[config.mk]
export PLATFORM = sky130hd
export DESIGN_NAME = stopwatch_core
export DESIGN_NICKNAME = d
export VERILOG_FILES = /design/src/rtl/stopwatch_pkg.sv /design/src/rtl/stopwatch_mod_counter.sv /design/src/rtl/stopwatch_core.sv
export SDC_FILE = /design/constraint.sdc
export NUM_CORES = 1
export LEC_CHECK = 0
export BUFFER_PORTS_ARGS = -buffer_cell sky130_fd_sc_hd__buf_4
export CAP_MARGIN = 5
export CORE_MARGIN = 4
export CORE_UTILIZATION = 57
export CTS_CLUSTER_SIZE = 14
export DETAILED_ROUTE_END_ITERATION = 8
export PLACE_DENSITY = 0.8
export SYNTH_ARGS = -nofsm -noshare
export SYNTH_HDL_FRONTEND = slang
export SYNTH_SLANG_ARGS = --single-unit
[constraint.sdc]
create_clock -name CLK_100Hz -period 5.35 [get_ports CLK_100Hz]
set_input_delay 0 -clock CLK_100Hz [delete_from_list [all_inputs] [get_ports CLK_100Hz]]
set_output_delay 0 -clock CLK_100Hz [all_outputs]
set_load 0.1 [all_outputs]
[src/rtl/stopwatch_pkg.sv]
// Shared definitions for the stopwatch datapath: field limits, run-state
// encoding and a width helper used to sanity-check the sub-second field.
package stopwatch_pkg;

  localparam int SECS_MAX = 59;

  typedef enum logic {
    STOPPED = 1'b0,
    RUNNING = 1'b1
  } run_state_e;

  // Bits needed to hold values 0..max_val (at least one bit).
  function automatic int width_for(input int max_val);
    return (max_val < 1) ? 1 : $clog2(max_val + 1);
  endfunction

endpackage

[src/rtl/stopwatch_mod_counter.sv]
// Mod-(MAX+1) counter with enable, synchronous clear and a saturate input.
// carry is combinational: high on an enabled cycle while the count sits at
// MAX, so a whole chain of these settles within one clock.
module stopwatch_mod_counter #(
  parameter int W   = 7,
  parameter int MAX = 99
) (
  input  logic         clk,
  input  logic         rst_n,
  input  logic         en,
  input  logic         clr,
  input  logic         sat,
  output logic [W-1:0] cnt,
  output logic         carry
);

  localparam logic [W-1:0] MAX_V = W'(MAX);

  logic [W-1:0] cnt_d, cnt_q;

  // Next count: clear wins, saturation holds, otherwise wrap at MAX.
  always_comb begin
    cnt_d = cnt_q;
    if (clr) begin
      cnt_d = '0;
    end else if (en && !sat) begin
      cnt_d = (cnt_q == MAX_V) ? '0 : cnt_q + W'(1);
    end
  end

  // Count register.
  always_ff @(posedge clk or negedge rst_n) begin
    if (!rst_n) cnt_q <= '0;
    else        cnt_q <= cnt_d;
  end

  assign cnt   = cnt_q;
  assign carry = en && (cnt_q == MAX_V);

endmodule

[src/rtl/stopwatch_core.sv]
// Stopwatch datapath: start/stop run FSM, hundredths/seconds/minutes chain
// qualified by tick_en, sticky saturating overflow and a registered display.
// Optional feature macro: STOPWATCH_LAP_EN -- when defined, hold freezes
// only the display (split/lap); when undefined, hold pauses counting.
// start_stop is registered once before edge detection, so a level first
// sampled at edge N takes effect on the run state at edge N+1.
module stopwatch_core
  import stopwatch_pkg::*;
#(
  parameter int TICKS_PER_SEC = 100,
  parameter int MAX_MINS      = 99,
  parameter int DECS_W        = 7
) (
  input  logic              CLK_100Hz,
  input  logic              reset_n,
  input  logic              tick_en,
  input  logic              start_stop,
  input  logic              hold,
  input  logic              clear,
  output logic [6:0]        stopwatch_unit_mins,
  output logic [5:0]        stopwatch_unit_secs,
  output logic [DECS_W-1:0] stopwatch_unit_decs,
  output logic              running,
  output logic              stopwatch_overflow
);

  if (DECS_W < width_for(TICKS_PER_SEC - 1)) begin : g_bad_decs_w
    $error("DECS_W too narrow for TICKS_PER_SEC-1");
  end

  run_state_e        state_d, state_q;
  logic              ovf_d, ovf_q;
  logic              start_sync_q, start_q;
  logic              rise, count_en, at_max, sat_hit, freeze;
  logic              decs_carry, secs_carry, mins_carry;
  logic [DECS_W-1:0] decs_live, disp_decs_d, disp_decs_q;
  logic [5:0]        secs_live, disp_secs_d, disp_secs_q;
  logic [6:0]        mins_live, disp_mins_d, disp_mins_q;

  assign rise = start_sync_q && !start_q;

`ifdef STOPWATCH_LAP_EN
  assign count_en = (state_q == RUNNING) && tick_en && !ovf_q;
  assign freeze   = hold;
`else
  assign count_en = (state_q == RUNNING) && tick_en && !ovf_q && !hold;
  assign freeze   = 1'b0;
`endif

  assign at_max  = (decs_live == DECS_W'(TICKS_PER_SEC - 1)) &&
                   (secs_live == 6'(SECS_MAX)) &&
                   (mins_live == 7'(MAX_MINS));
  assign sat_hit = count_en && at_max;

  stopwatch_mod_counter #(.W(DECS_W), .MAX(TICKS_PER_SEC - 1)) u_decs (
    .clk(CLK_100Hz), .rst_n(reset_n), .en(count_en), .clr(clear),
    .sat(at_max), .cnt(decs_live), .carry(decs_carry)
  );

  stopwatch_mod_counter #(.W(6), .MAX(SECS_MAX)) u_secs (
    .clk(CLK_100Hz), .rst_n(reset_n), .en(decs_carry), .clr(clear),
    .sat(at_max), .cnt(secs_live), .carry(secs_carry)
  );

  stopwatch_mod_counter #(.W(7), .MAX(MAX_MINS)) u_mins (
    .clk(CLK_100Hz), .rst_n(reset_n), .en(secs_carry), .clr(clear),
    .sat(at_max), .cnt(mins_live), .carry(mins_carry)
  );

  // Run FSM and sticky overflow: clear first, then saturation, then toggles.
  always_comb begin
    state_d = state_q;
    ovf_d   = ovf_q;
    if (clear) begin
      state_d = STOPPED;
      ovf_d   = 1'b0;
    end else if (sat_hit) begin
      state_d = STOPPED;
      ovf_d   = 1'b1;
    end else begin
      case (state_q)
        STOPPED: if (rise && !ovf_q) state_d = RUNNING;
        RUNNING: if (rise)           state_d = STOPPED;
        default:                     state_d = STOPPED;
      endcase
    end
  end

  // Display registers follow the live counters one edge later unless frozen.
  always_comb begin
    disp_mins_d = disp_mins_q;
    disp_secs_d = disp_secs_q;
    disp_decs_d = disp_decs_q;
    if (clear) begin
      disp_mins_d = '0;
      disp_secs_d = '0;
      disp_decs_d = '0;
    end else if (!freeze) begin
      disp_mins_d = mins_live;
      disp_secs_d = secs_live;
      disp_decs_d = decs_live;
    end
  end

  // State, edge-detect and display registers.
  always_ff @(posedge CLK_100Hz or negedge reset_n) begin
    if (!reset_n) begin
      state_q      <= STOPPED;
      ovf_q        <= 1'b0;
      start_sync_q <= 1'b0;
      start_q      <= 1'b0;
      disp_mins_q  <= '0;
      disp_secs_q  <= '0;
      disp_decs_q  <= '0;
    end else begin
      state_q      <= state_d;
      ovf_q        <= ovf_d;
      start_sync_q <= start_stop;
      start_q      <= start_sync_q;
      disp_mins_q  <= disp_mins_d;
      disp_secs_q  <= disp_secs_d;
      disp_decs_q  <= disp_decs_d;
    end
  end

  assign stopwatch_unit_mins = disp_mins_q;
  assign stopwatch_unit_secs = disp_secs_q;
  assign stopwatch_unit_decs = disp_decs_q;
  assign running             = (state_q == RUNNING);
  assign stopwatch_overflow  = ovf_q;

  // The minute carry has no consumer: minutes saturate instead of wrapping.
  logic unused_ok;
  assign unused_ok = mins_carry;

endmodule

; ---- Word level (Yosys, flattened, before mapping)
; Index checks and enable logic that the tools add are counted.
[totals]
ff_bits = 44
latchBits = 0
mem_bits_rw = 0
mem_bits_ro = 0
in_bits = 6
output_inout_bits = 22
elab_cells = 57
n_memories = 0
[classes]
add_sub_neg = 3
multipliers = 0
div_mod_pow = 0
n_lt_le_gt_ge = 0
n_eq_ne = 3
n_shift = 0
n_mux = 19
n_bitwise = 1
reduce_logical = 21
[ops]
columns = cell, count
row1 = $mux 7, 8
row2 = $mux 6, 4
row3 = $add 7x1->7 const B, 2
row4 = $eq 7x7->1 const B, 2
row5 = $logic_and 1x1->1, 13
row6 = $reduce_bool 2->1, 4
row7 = $add 6x1->6 const B, 1
row8 = $eq 6x6->1 const B, 1
row9 = $mux 1, 6
row10 = $logic_not 1->1, 4
row11 = $pmux 1 s2, 1
row12 = $not 1->1, 1

; ---- Longest topological paths before layout
; Gate-level depths: netlist of run 1.
[depth]
ltp_word = 8
mapped_depth = 6
mapped_depth_nobuf = 6

; ---- Hierarchy
; From an unflattened synthesis of run 1, not the netlist that was laid out.
[hier_totals]
hier_cells = 179
area_unflattened_um2 = 1988.2
[modules_own_cells]
columns = module, instances, cells_per_inst, area_per_inst_um2, seq_area_each_um2
row1 = stopwatch_core, 1, 62, 857.1, 600.6
row2 = stopwatch_mod_counter (u_decs ...), 2, 40, 392.9, 175.2
row3 = stopwatch_mod_counter (u_secs), 1, 37, 345.3, 150.1

; ---- Worst setup path before layout of run 1
; Ideal clock, no wire load.
[synth_timing]
path_kind = register to register
startpoint = reg state_q (netlist: running)
endpoint = reg u_secs.cnt_q[2] (netlist: u_secs.cnt[2])
setup_ps = 124
t_arrival_ps = 2285
required_ps = 5226
path_slack_ps = 2941
path_stages_with_launch = 6
n_path_buf = 0
synth_period_minus_slack_ps = 2409
cell_sequence = dfrtp_1 nand4bb_4 nor4_4 o21ai_2 nor2b_4 a211o_2
[synth_between]
elab_chain_cells = 6
[synth_lines]
columns = item, line_no
row1 = "start, declared", stopwatch_core.sv:31  ; run_state_e state_d, state_q;
row2 = "start signal, assigned", stopwatch_core.sv:116  ; state_q <= state_d;
row3 = $logic_and 1x1->1 (3 in series), stopwatch_core.sv:46  ; assign count_en = (state_q == RUNNING) && tick_en && !ovf_q && !hold;
row4 = $logic_and 1x1->1, stopwatch_mod_counter.sv:38  ; assign carry = en && (cnt_q == MAX_V);
row5 = $logic_and 1x1->1, stopwatch_mod_counter.sv:26  ; end else if (en && !sat) begin
row6 = $reduce_bool 2->1 (no line), -
row7 = "end signal, assigned", stopwatch_mod_counter.sv:34  ; else cnt_q <= cnt_d;
row8 = "end, declared", stopwatch_mod_counter.sv:19  ; logic [W-1:0] cnt_d, cnt_q;
; No other way between the ends.
; A chain may end at the register's enable or synchronous reset.

; ---- Worst setup path in the final report of run 1
[layout_timing]
startpoint = reg u_decs.cnt_q[0] (netlist: u_decs.cnt[0])
endpoint = reg u_secs.cnt_q[2] (netlist: u_secs.cnt[2])
[layout_between]
elab_chain_cells = 6
word_cells_on_any_way = 7
cone_classes = 1 x eq/ne / 6 x reduce/logical
[layout_lines]
columns = item, line_no
row1 = "start, declared", stopwatch_mod_counter.sv:19
row2 = "start signal, assigned", stopwatch_mod_counter.sv:34
row3 = $eq 7x7->1 (*), "stopwatch_mod_counter.sv:38, stopwatch_core.sv:50"
row4 = $logic_and 1x1->1, stopwatch_core.sv:50  ; assign at_max = (decs_live == DECS_W'(TICKS_PER_SEC - 1)) &&
row5 = $logic_and 1x1->1, stopwatch_core.sv:51  ; (secs_live == 6'(SECS_MAX)) &&
row6 = $logic_not 1->1, stopwatch_mod_counter.sv:26
row7 = $logic_and 1x1->1 (*), stopwatch_mod_counter.sv:26
row8 = $reduce_bool 2->1 (no line) (*), -
; Every way passes the cells marked *; elsewhere a longest branch is shown, timed or not.

==> run_summary.xml, run 1 <==
<?xml version="1.0" encoding="UTF-8"?>
<metrics>
  <group name="power">
    <metric name="power.leakage" unit="nW">1.07</metric>
    <metric name="cellPowerDensity" unit="nW/um^2">226</metric>
    <metric name="vdd_ir_drop_max" unit="mV">0.142</metric>
  </group>
  <group name="logic_synthesis">
    <metric name="yosysSeqAreaShare" unit="%">57.6</metric>
    <metric name="synth_top_family_by_area" unit="">simple AND/OR/NAND/NOR gates</metric>
    <metric name="synthMuxAreaShare" unit="%">1.05</metric>
    <metric name="synth-simple-area-share" unit="%">27.5</metric>
    <metric name="compound_gate_portion_of_the_synthesized_area" unit="%">7.26</metric>
    <metric name="post_synth_fa_ha_maj_area_fraction" unit="%">1.96</metric>
    <metric name="post_synth_inst_count" unit="">166</metric>
    <metric name="yosysUniqueCellTypes" unit="">38</metric>
    <metric name="synthXorXnorAreaFrac" unit="%">3.66</metric>
    <metric name="syn-num-nets" unit="">175</metric>
    <metric name="postSynthRegisterBits" unit="">44</metric>
    <metric name="synth_ff_type" unit="">sky130_fd_sc_hd__dfrtp_1</metric>
    <metric name="syn-mean-instance-area" unit="sq um">11.5</metric>
    <metric name="ys.warnings.count" unit="">0</metric>
    <metric name="synth_enable_flop_cells" unit="">0</metric>
    <metric name="cell_area_after_technology_mapping" unit="sq um">1910</metric>
    <metric name="postSynth.asyncResetShare" unit="%">100</metric>
  </group>
  <group name="sta">
    <metric name="timing_hold_violations_final" unit="">0</metric>
    <metric name="final_setup_violation_count" unit="">0</metric>
    <metric name="period_minus_ws_final" unit="ps">2240</metric>
    <metric name="timing_worst_slew_pin_value" unit="ps">668</metric>
    <metric name="rsz0062_at_grt" unit="">no</metric>
    <metric name="max_freq" unit="MHz">446</metric>
    <metric name="min_period_over_period" unit="%">41.9</metric>
    <metric name="count_of_final_max_slew_check_failures" unit="">0</metric>
    <metric name="worst_hold_slack" unit="ps">76.9</metric>
    <metric name="skew" unit="ps">14.2</metric>
    <metric name="final.setup.tns" unit="ps">0</metric>
    <metric name="timing.slew.headroom" unit="%">55.1</metric>
  </group>
  <group name="die">
    <metric name="number_of_top_level_pins" unit="">28</metric>
    <metric name="die_area" unit="sq um">4350</metric>
    <metric name="coreArea" unit="sq um">3130</metric>
    <metric name="fp-row-count" unit="">20</metric>
    <metric name="floorplan.die.width" unit="um">65.9</metric>
    <metric name="initial_core_util" unit="%">61.2</metric>
    <metric name="die_height" unit="um">65.9</metric>
  </group>
  <group name="critical_path">
    <metric name="crit_fanout" unit="">10</metric>
    <metric name="setup.worst_path.end_class" unit="">flip-flop</metric>
    <metric name="crit_path_start_kind" unit="">flip-flop</metric>
    <metric name="cp.required" unit="ps">5630</metric>
    <metric name="cp_data_arrival_time" unit="ps">2520</metric>
    <metric name="timing_worst_setup_path_type" unit="">flip-flop to flip-flop</metric>
  </group>
  <group name="placement">
    <metric name="placement.io_buffers" unit="">27</metric>
    <metric name="dp_hpwl" unit="um">2360</metric>
    <metric name="gpl.final_weighted_congestion" unit="">0.856</metric>
  </group>
  <group name="routing">
    <metric name="detailedRoute.firstPassIterationCount" unit="">4</metric>
    <metric name="route.final.wire_length" unit="um">3390</metric>
    <metric name="vias" unit="">1352</metric>
    <metric name="ant_nets" unit="">0</metric>
    <metric name="routedWlPerCell" unit="um">14.0</metric>
    <metric name="drc" unit="">0</metric>
    <metric name="via_per_inst" unit="">5.61</metric>
    <metric name="detailedRoute.firstIterationViolations" unit="">96</metric>
  </group>
  <group name="cts">
    <metric name="cts-root-buf" unit="">sky130_fd_sc_hd__clkbuf_4</metric>
    <metric name="number_of_clock_sinks_seen_by_cts" unit="">44</metric>
    <metric name="tritoncts_buffer_count" unit="">5</metric>
    <metric name="htree_num_levels" unit="">2</metric>
    <metric name="clock_latency" unit="ps">340</metric>
    <metric name="clkTransAtPathRegs" unit="ps">120</metric>
    <metric name="tritoncts" unit="">built</metric>
    <metric name="maximum_clock_insertion_buffer_count" unit="">2</metric>
  </group>
  <group name="global_routing">
    <metric name="grt_max_degree" unit="">45</metric>
    <metric name="grt_pass1_vias" unit="">1363</metric>
    <metric name="number_of_antenna_violations_at_the_first_check_in_global_routing" unit="">0</metric>
    <metric name="grt_pass1_wl" unit="um">5940</metric>
    <metric name="global_route.usage.total" unit="%">18.0</metric>
    <metric name="overflow" unit="">0</metric>
  </group>
  <group name="finish">
    <metric name="design.final.nets" unit="">206</metric>
    <metric name="layout.core_utilization" unit="%">70.9</metric>
    <metric name="post_route_cells_drive_above_1_share" unit="%">21.8</metric>
    <metric name="diodes" unit="">0</metric>
    <metric name="syn2layout_area_growth" unit="%">16.0</metric>
  </group>
  <group name="flow_run">
    <metric name="max_cap_violations" unit="">0</metric>
  </group>
  <group name="worst_hold_path">
    <metric name="min-delay-path-class" unit="">primary input to flip-flop</metric>
  </group>
  <group name="outcome">
    <metric name="run_status" unit="">completed</metric>
  </group>
</metrics>
[final timing paths]
path | startpoint | to | slack [ps] | cells after the start
worst max register to register | u_decs.cnt[0] | u_secs.cnt[2] | 3110 | 6
max in group asynchronous | reset_n | u_decs.cnt[4] | 4800 | 2
worst max-delay path | u_decs.cnt[0] | u_secs.cnt[2] | 3110 | 6
worst min register to register | start_sync_q | start_q | 390 | 0
worst min-delay path | clear | u_mins.cnt[0] | 80 | 2
min in group asynchronous | reset_n | stopwatch_unit_secs[1] | 180 | 2
[where the power goes]
group	leakage [nW]	total (W)	internal [W]	switching, W
clock	0.0281	0.000140	0.0000485	0.0000913
sequential	0.609	0.000336	0.000334	0.00000157
combinational	0.428	0.0000258	0.00000699	0.0000188
[synth_stat cells, types with 2 or more instances]
library cell | count | area [sq um]
sky130_fd_sc_hd__a21o_1 | 2 | 15.0
sky130_fd_sc_hd__a21oi_1 | 6 | 30.0
sky130_fd_sc_hd__a31oi_1 | 3 | 18.8
sky130_fd_sc_hd__and3_1 | 3 | 18.8
sky130_fd_sc_hd__and4_1 | 2 | 17.5
sky130_fd_sc_hd__clkbuf_1 | 4 | 15.0
sky130_fd_sc_hd__dfrtp_1 | 44 | 1100
sky130_fd_sc_hd__ha_1 | 3 | 37.5
sky130_fd_sc_hd__mux2i_1 | 2 | 20.0
sky130_fd_sc_hd__nand2_1 | 6 | 22.5
sky130_fd_sc_hd__nand2b_1 | 2 | 12.5
sky130_fd_sc_hd__nand3_1 | 6 | 30.0
sky130_fd_sc_hd__nand4_1 | 7 | 43.8
sky130_fd_sc_hd__nor2_1 | 17 | 63.8
sky130_fd_sc_hd__nor2b_1 | 22 | 138
sky130_fd_sc_hd__nor3_1 | 3 | 15.0
sky130_fd_sc_hd__nor3b_1 | 2 | 15.0
sky130_fd_sc_hd__o21ai_0 | 3 | 15.0
sky130_fd_sc_hd__or2_2 | 2 | 12.5
sky130_fd_sc_hd__or3_1 | 2 | 12.5
sky130_fd_sc_hd__xor2_1 | 8 | 70.1
[through the flow]
stage	power [W]	instance area [sq um]	instances	setup WS [ps]
6_report	0.000501	2220	241	3110
5_1_grt	0.000529	2220	241	2930
4_1_cts	0.000509	2220	241	3140
3_5_place_dp	0.000367	2150	232	3180
3_3_place_gp	0.000367	2150	232	3340
2_1_floorplan	0.000355	1910	166	2940
[what timing repair did]
action,4_1_cts,5_1_grt
hold endpoints to repair,45,0
hold buffers,2,0
buffers inserted,0,0
resized for setup,0,0
[kinds of logic (layout without fill, tap and decap cells)]
| group | Yosys count | in the layout |
|---|---|---|
| flip-flops | 44 | 44 |
| XOR/XNOR | 8 | 8 |
| multiplexers | 2 | 2 |
| buffers and inverters | 5 | 36 |
| adder cells (fa/ha/maj) | 3 | 3 |
| AND/OR/NAND/NOR | 83 | 83 |
| AO/OA/AOI/OAI | 21 | 21 |
[cells in the final DEF, fill, tap and decap left out, types with 2 or more instances in the layout]
master	count
sky130_fd_sc_hd__clkbuf_4	5
sky130_fd_sc_hd__a31oi_1	3
sky130_fd_sc_hd__nor3_1	3
sky130_fd_sc_hd__dlygate4sd3_1	2
sky130_fd_sc_hd__buf_4	27
sky130_fd_sc_hd__dfrtp_1	44
sky130_fd_sc_hd__nor2b_1	22
sky130_fd_sc_hd__a21o_1	2
sky130_fd_sc_hd__nor2_1	17
sky130_fd_sc_hd__nand2_1	6
sky130_fd_sc_hd__nand3_1	6
sky130_fd_sc_hd__or3_1	2
sky130_fd_sc_hd__or2_2	2
sky130_fd_sc_hd__a21oi_1	6
sky130_fd_sc_hd__o21ai_0	3
sky130_fd_sc_hd__ha_1	3
sky130_fd_sc_hd__mux2i_1	2
sky130_fd_sc_hd__and4_1	2
sky130_fd_sc_hd__nor3b_1	2
sky130_fd_sc_hd__nand4_1	7
sky130_fd_sc_hd__nand2b_1	2
sky130_fd_sc_hd__xor2_1	8
sky130_fd_sc_hd__and3_1	3
[sequential cells by signal, summed over array words and instances (netlist names), 6 cells and up]
signal and count:
stopwatch_unit_decs 7, stopwatch_unit_mins 7, u_decs.cnt 7, u_mins.cnt 7, stopwatch_unit_secs 6, u_secs.cnt 6
[metal layers]
metal | vias to the layer above | GRT usage [%] | routed length [um] | share of wire [%]
met2 | 36 | 29.8 | 1720 | 51
met5 | - | 0 | 0 | 0
met1 | 658 | 21.5 | 1390 | 41
li1 | 649 | - | - | -
met4 | 0 | 6.60 | 82 | 2.4
met3 | 9 | 6.46 | 196 | 5.8
[worst max-delay path: stages, from the launching register on]
cell,delay (ps)
sky130_fd_sc_hd__dfrtp_1,420
sky130_fd_sc_hd__ha_1,240
sky130_fd_sc_hd__nand4b_1,190
sky130_fd_sc_hd__nor4_4,520
sky130_fd_sc_hd__nand3b_1,370
sky130_fd_sc_hd__nor3b_1,300
sky130_fd_sc_hd__a211o_2,140
[layout make-up]
class | count | area [sq um]
sequential | 44 | 1100
timing repair buffer | 29 | 223
clock inverter | 1 | 5.00
fill | 239 | 910
tap | 44 | 55.1
multi-input combinational | 117 | 793
clock buffer | 6 | 41.3
Power figures use the tool's default switching activity.
==> run 2, diff against run 1 <==
Settings changed: CORE_UTILIZATION 57 to 55, PLACE_DENSITY 0.8 to 0.77.
Clock period 5.35 ns to 2.3 ns, I/O delays scaled along.
==> run_summary.xml, run 2 (same netlist as run 1, synthesis figures left out) <==
<?xml version="1.0" encoding="UTF-8"?>
<metrics>
  <group name="outcome">
    <metric name="run_status" unit="">completed</metric>
  </group>
  <group name="critical_path">
    <metric name="critical_path.max_stage_delay" unit="ps">420</metric>
    <metric name="setup.worst_path.end_class" unit="">flip-flop</metric>
    <metric name="critical_path.n_buffers_inverters" unit="">0</metric>
    <metric name="timing_worst_setup_path_type" unit="">flip-flop to flip-flop</metric>
    <metric name="crit_chain" unit="">ha_1 &gt; nand4b_1 &gt; nor4_4 &gt; nand3b_1 &gt; nor3b_1 &gt; a211o_2</metric>
    <metric name="crit_fanout" unit="">7</metric>
    <metric name="cp.required" unit="ps">2600</metric>
    <metric name="timing.critical_path.slowest_stage_cell" unit="">sky130_fd_sc_hd__dfrtp_1</metric>
    <metric name="crit_path_start_kind" unit="">flip-flop</metric>
    <metric name="delay_heaviest_family_cp" unit="">simple AND/OR/NAND/NOR gates</metric>
    <metric name="setup.reg_to_reg.worst_slack" unit="ps">310</metric>
    <metric name="cp_data_arrival_time" unit="ps">2290</metric>
  </group>
  <group name="finish">
    <metric name="design.final.nets" unit="">208</metric>
    <metric name="final_common_cell" unit="">sky130_fd_sc_hd__dfrtp_1</metric>
    <metric name="mostFrequentLayoutCells" unit="">sky130_fd_sc_hd__dfrtp_1 (42), sky130_fd_sc_hd__buf_4 (29), sky130_fd_sc_hd__nor2b_1 (22)</metric>
    <metric name="diodes" unit="">0</metric>
    <metric name="fin_cells" unit="">246</metric>
    <metric name="post_route_cells_drive_above_1_share" unit="%">24.0</metric>
    <metric name="syn2layout_area_growth" unit="%">17.9</metric>
    <metric name="filler_cell_count" unit="">262</metric>
  </group>
  <group name="sta">
    <metric name="skew" unit="ps">7.80</metric>
    <metric name="timing_worst_slew_pin_value" unit="ps">591</metric>
    <metric name="timing_hold_violations_final" unit="">0</metric>
    <metric name="count_of_final_max_slew_check_failures" unit="">0</metric>
    <metric name="max_freq" unit="MHz">502</metric>
    <metric name="final.setup.tns" unit="ps">0</metric>
    <metric name="timing.slew.headroom" unit="%">60.3</metric>
    <metric name="rsz0062_at_grt" unit="">no</metric>
    <metric name="min_period_over_period" unit="%">86.6</metric>
    <metric name="final_setup_violation_count" unit="">0</metric>
    <metric name="period_minus_ws_final" unit="ps">1990</metric>
  </group>
  <group name="die">
    <metric name="number_of_top_level_pins" unit="">28</metric>
    <metric name="die_height" unit="um">67.0</metric>
    <metric name="die_area" unit="sq um">4490</metric>
    <metric name="fp-row-count" unit="">21</metric>
    <metric name="initial_core_util" unit="%">57.3</metric>
    <metric name="floorplan.die.width" unit="um">67.0</metric>
    <metric name="coreArea" unit="sq um">3340</metric>
  </group>
  <group name="cts">
    <metric name="maximum_clock_insertion_buffer_count" unit="">2</metric>
    <metric name="clkTransAtPathRegs" unit="ps">120</metric>
    <metric name="tritoncts" unit="">built</metric>
    <metric name="clock_latency" unit="ps">350</metric>
    <metric name="cts.repair_timing.setup_buffer_count" unit="">0</metric>
    <metric name="cts-root-buf" unit="">sky130_fd_sc_hd__clkbuf_4</metric>
    <metric name="htree_num_levels" unit="">2</metric>
    <metric name="tritoncts_buffer_count" unit="">5</metric>
    <metric name="number_of_clock_sinks_seen_by_cts" unit="">44</metric>
    <metric name="hold_buffers" unit="">2</metric>
    <metric name="post_cts_resized" unit="">0</metric>
  </group>
  <group name="placement">
    <metric name="placement.io_buffers" unit="">27</metric>
    <metric name="gpl.final_weighted_congestion" unit="">0.870</metric>
    <metric name="numPlacedInstances" unit="">236</metric>
    <metric name="dp_hpwl" unit="um">2330</metric>
  </group>
  <group name="power">
    <metric name="cellPowerDensity" unit="nW/um^2">545</metric>
    <metric name="vdd_ir_drop_max" unit="mV">0.374</metric>
    <metric name="power.leakage" unit="nW">1.08</metric>
  </group>
  <group name="global_routing">
    <metric name="grt_pass1_wl" unit="um">5800</metric>
    <metric name="overflow" unit="">0</metric>
    <metric name="grt_max_degree" unit="">45</metric>
    <metric name="number_of_antenna_violations_at_the_first_check_in_global_routing" unit="">0</metric>
    <metric name="global_route.usage.total" unit="%">17.5</metric>
    <metric name="grt_pass1_vias" unit="">1284</metric>
  </group>
  <group name="worst_hold_path">
    <metric name="min-delay-path-class" unit="">primary input to flip-flop</metric>
  </group>
  <group name="routing">
    <metric name="detailedRoute.firstPassIterationCount" unit="">4</metric>
    <metric name="routedWlPerCell" unit="um">13.8</metric>
    <metric name="vias" unit="">1356</metric>
    <metric name="via_per_inst" unit="">5.51</metric>
    <metric name="drc" unit="">0</metric>
    <metric name="route.final.wire_length" unit="um">3400</metric>
    <metric name="detailedRoute.firstIterationViolations" unit="">87</metric>
    <metric name="ant_nets" unit="">0</metric>
  </group>
  <group name="flow_run">
    <metric name="max_cap_violations" unit="">0</metric>
  </group>
</metrics>
## run 2: cell types whose count changed in the layout (fill, tap and decap cells not counted), sizes merged
| cell | change |
|---|---|
| buf | +2 |
| clkinv | -1 |
| clkbuf | +1 |
| clkinvlp | +1 |
## run 2: worst register-to-register path, cell delays in order (launching register included)
cell                       delay (ps)
sky130_fd_sc_hd__dfrtp_1          420
sky130_fd_sc_hd__ha_1             230
sky130_fd_sc_hd__nand4b_1         190
sky130_fd_sc_hd__nor4_4           410
sky130_fd_sc_hd__nand3b_1         310
sky130_fd_sc_hd__nor3b_1          260
sky130_fd_sc_hd__a211o_2          130
## run 2: layer usage
metal / track usage (%) / vias to the layer above / share of wire, %
met5: 0 / - / 0
li1: - / 653 / -
met3: 4.38 / 9 / 5.3
met1: 21.1 / 658 / 42
met2: 28.8 / 36 / 50
met4: 8.61 / 0 / 2.1
## run 2: worst paths after layout
check                                   start                     end  cells after the start
worst min-delay path                    clear           u_decs.cnt[2]                      2
worst min register to register   start_sync_q                 start_q                      0
max in group asynchronous             reset_n                 running                      2
worst max register to register  u_decs.cnt[1]           u_secs.cnt[2]                      6
min in group asynchronous             reset_n  stopwatch_unit_decs[2]                      2
worst max-delay path            u_decs.cnt[1]           u_secs.cnt[2]                      6
## run 2: layout make-up
| cell class | count | area [sq um] | area share, % |
|---|---|---|---|
| clock buffers | 7 | 55.1 | 2.44 |
| clock inverters | 1 | 7.51 | 0.333 |
| multi-input cells | 117 | 793 | 35.2 |
| flip-flops and latches | 44 | 1100 | 48.9 |
| well taps | 46 | 57.6 | 2.55 |
| repair buffers | 31 | 238 | 10.5 |
## run 2: stage by stage
stage / cell area [sq um] / power, W / utilization [%] / hold WS [ps] / setup slack [ps]
floorplan: 1920 / 0.000826 / - / -296 / 173
global placement: 2170 / 0.000854 / 65.1 / 9.40 / 414
detailed placement: 2170 / 0.000855 / 65.1 / 23.4 / 316
CTS: 2250 / 0.00124 / 67.6 / 53.8 / 298
global route: 2250 / 0.00129 / 67.6 / 60.7 / 100
finish: 2250 / 0.00123 / 67.6 / 60.9 / 307
## run 2: power by group
group | total, W | switching [W] | internal (W)
clock | 0.000388 | 0.000238 | 0.000150
sequential | 0.000781 | 0.00000355 | 0.000778
combinational | 0.0000598 | 0.0000435 | 0.0000163
==> run 3, diff against run 2 <==
Settings changed: RECOVER_POWER set to 25.
==> run_summary.xml, run 3 (same netlist as run 1, synthesis figures left out) <==
<?xml version="1.0" encoding="UTF-8"?>
<metrics>
  <group name="outcome">
    <metric name="run_status" unit="">completed</metric>
  </group>
  <group name="sta">
    <metric name="timing.slew.headroom" unit="%">31.4</metric>
    <metric name="final_setup_violation_count" unit="">0</metric>
    <metric name="rsz0062_at_grt" unit="">no</metric>
    <metric name="timing_worst_slew_pin_value" unit="ps">1030</metric>
    <metric name="timing_hold_violations_final" unit="">0</metric>
    <metric name="final.setup.tns" unit="ps">0</metric>
    <metric name="count_of_final_max_slew_check_failures" unit="">0</metric>
    <metric name="min_period_over_period" unit="%">86.6</metric>
    <metric name="max_freq" unit="MHz">502</metric>
    <metric name="skew" unit="ps">7.88</metric>
    <metric name="period_minus_ws_final" unit="ps">1990</metric>
  </group>
  <group name="die">
    <metric name="fp-row-count" unit="">21</metric>
    <metric name="initial_core_util" unit="%">57.3</metric>
    <metric name="number_of_top_level_pins" unit="">28</metric>
    <metric name="floorplan.die.width" unit="um">67.0</metric>
    <metric name="die_area" unit="sq um">4490</metric>
    <metric name="coreArea" unit="sq um">3340</metric>
    <metric name="die_height" unit="um">67.0</metric>
  </group>
  <group name="cts">
    <metric name="tritoncts_buffer_count" unit="">5</metric>
    <metric name="post_cts_resized" unit="">0</metric>
    <metric name="cts.repair_timing.setup_buffer_count" unit="">0</metric>
    <metric name="maximum_clock_insertion_buffer_count" unit="">2</metric>
    <metric name="cts-root-buf" unit="">sky130_fd_sc_hd__clkbuf_4</metric>
    <metric name="tritoncts" unit="">built</metric>
    <metric name="clock_latency" unit="ps">350</metric>
    <metric name="clkTransAtPathRegs" unit="ps">120</metric>
    <metric name="hold_buffers" unit="">2</metric>
    <metric name="htree_num_levels" unit="">2</metric>
    <metric name="number_of_clock_sinks_seen_by_cts" unit="">44</metric>
  </group>
  <group name="worst_hold_path">
    <metric name="min-delay-start" unit="">clear</metric>
    <metric name="min-delay-path-class" unit="">primary input to flip-flop</metric>
    <metric name="min_delay_path_depth" unit="">2</metric>
    <metric name="min_delay_worst_endpoint" unit="">u_mins.cnt[5]</metric>
  </group>
  <group name="placement">
    <metric name="gpl.final_weighted_congestion" unit="">0.870</metric>
    <metric name="placement.io_buffers" unit="">27</metric>
    <metric name="dp_hpwl" unit="um">2330</metric>
  </group>
  <group name="critical_path">
    <metric name="setup.worst_path.end_class" unit="">flip-flop</metric>
    <metric name="r2r_cells" unit="">6</metric>
    <metric name="crit_fanout" unit="">7</metric>
    <metric name="timing.rr.start" unit="">u_decs.cnt[0]</metric>
    <metric name="cp_data_arrival_time" unit="ps">2300</metric>
    <metric name="crit_path_start_kind" unit="">flip-flop</metric>
    <metric name="timing_worst_setup_path_type" unit="">flip-flop to flip-flop</metric>
    <metric name="cp.required" unit="ps">2610</metric>
    <metric name="rr_endpoint" unit="">u_secs.cnt[2]</metric>
    <metric name="setup.reg_to_reg.worst_slack" unit="ps">310</metric>
  </group>
  <group name="power">
    <metric name="vdd_ir_drop_max" unit="mV">0.374</metric>
    <metric name="power.leakage" unit="nW">1.07</metric>
    <metric name="cellPowerDensity" unit="nW/um^2">547</metric>
  </group>
  <group name="routing">
    <metric name="detailedRoute.firstIterationViolations" unit="">87</metric>
    <metric name="vias" unit="">1355</metric>
    <metric name="via_per_inst" unit="">5.51</metric>
    <metric name="drc" unit="">0</metric>
    <metric name="ant_nets" unit="">0</metric>
    <metric name="detailedRoute.firstPassIterationCount" unit="">4</metric>
    <metric name="route.final.wire_length" unit="um">3420</metric>
    <metric name="routedWlPerCell" unit="um">13.9</metric>
  </group>
  <group name="global_routing">
    <metric name="grt_pass1_vias" unit="">1284</metric>
    <metric name="global_route.usage.total" unit="%">17.5</metric>
    <metric name="grt_pass1_wl" unit="um">5800</metric>
    <metric name="overflow" unit="">0</metric>
    <metric name="grt_max_degree" unit="">45</metric>
    <metric name="number_of_antenna_violations_at_the_first_check_in_global_routing" unit="">0</metric>
  </group>
  <group name="finish">
    <metric name="mostFrequentLayoutCells" unit="">sky130_fd_sc_hd__dfrtp_1 (42), sky130_fd_sc_hd__buf_4 (27), sky130_fd_sc_hd__nor2b_1 (22)</metric>
    <metric name="filler_cell_count" unit="">263</metric>
    <metric name="design.final.nets" unit="">208</metric>
    <metric name="diodes" unit="">0</metric>
    <metric name="layout.core_utilization" unit="%">67.5</metric>
    <metric name="post_route_cells_drive_above_1_share" unit="%">24.0</metric>
    <metric name="final_common_cell" unit="">sky130_fd_sc_hd__dfrtp_1</metric>
    <metric name="syn2layout_area_growth" unit="%">17.7</metric>
  </group>
  <group name="flow_run">
    <metric name="max_cap_violations" unit="">0</metric>
  </group>
</metrics>
-- run 3: cell count changes in the layout (fill, tap and decap cells not counted) --
cell	change
sky130_fd_sc_hd__buf_4	-2
sky130_fd_sc_hd__clkbuf_2	+1
sky130_fd_sc_hd__clkbuf_4	+1
-- run 3: layout make-up --
cell class,instances,area [sq um],share of cell area [%]
Clock buffer,7,55.1,2.44
Multi-Input combinational cell,117,793,35.2
Timing Repair Buffer,31,235,10.4
Clock inverter,1,7.51,0.333
Tap cell,46,57.6,2.56
Sequential cell,44,1100,49.0
-- run 3: worst max-delay path by stage --
stage	start	end	slack (ps)
5_1_grt	u_decs.cnt[0]	u_secs.cnt[2]	100
2_1_floorplan	stopwatch_overflow	u_secs.cnt[2]	170
6_report	u_decs.cnt[0]	u_secs.cnt[2]	310
4_1_cts	u_decs.cnt[0]	u_secs.cnt[2]	300
3_3_place_gp	u_decs.cnt[0]	u_secs.cnt[2]	410
3_5_place_dp	u_decs.cnt[0]	u_secs.cnt[2]	320
-- run 3: power by group --
part           leakage [nW]   total, W  switching [W]  internal, W
combinational         0.437  0.0000590      0.0000434    0.0000156
clock                0.0315   0.000391       0.000242     0.000150
sequential            0.606   0.000781     0.00000355     0.000778
total                  1.07    0.00123       0.000289     0.000943
-- run 3: critical path: stages (launching register included) --
cell and delay (ps):
sky130_fd_sc_hd__dfrtp_1 420, sky130_fd_sc_hd__ha_1 230, sky130_fd_sc_hd__nand4b_1 190, sky130_fd_sc_hd__nor4_4 410
sky130_fd_sc_hd__nand3b_1 310, sky130_fd_sc_hd__nor3b_1 260, sky130_fd_sc_hd__a211o_2 130
-- run 3: metal layers --
metal  global-route usage, %  vias to the layer above  routed length [um]
li1                        -                      654                   -
met1                    21.1                      657                1450
met2                    28.8                       34                1710
met3                    4.38                       10                 184
met4                    8.61                        0                  76
met5                       0                        -                   0
-- run 3: through the flow --
| stage | cell area, sq um | hold slack (ps) | setup WS (ps) | power, W | std cells |
|---|---|---|---|---|---|
| after global routing | 2250 | 60.7 | 100 | 0.00129 | 246 |
| after detailed placement | 2170 | 23.4 | 316 | 0.000855 | 236 |
| after global placement | 2170 | 9.40 | 414 | 0.000854 | 236 |
| after CTS | 2250 | 53.8 | 298 | 0.00124 | 246 |
| after floorplan | 1920 | -296 | 173 | 0.000826 | 166 |
| final | 2250 | 55.9 | 309 | 0.00123 | 246 |
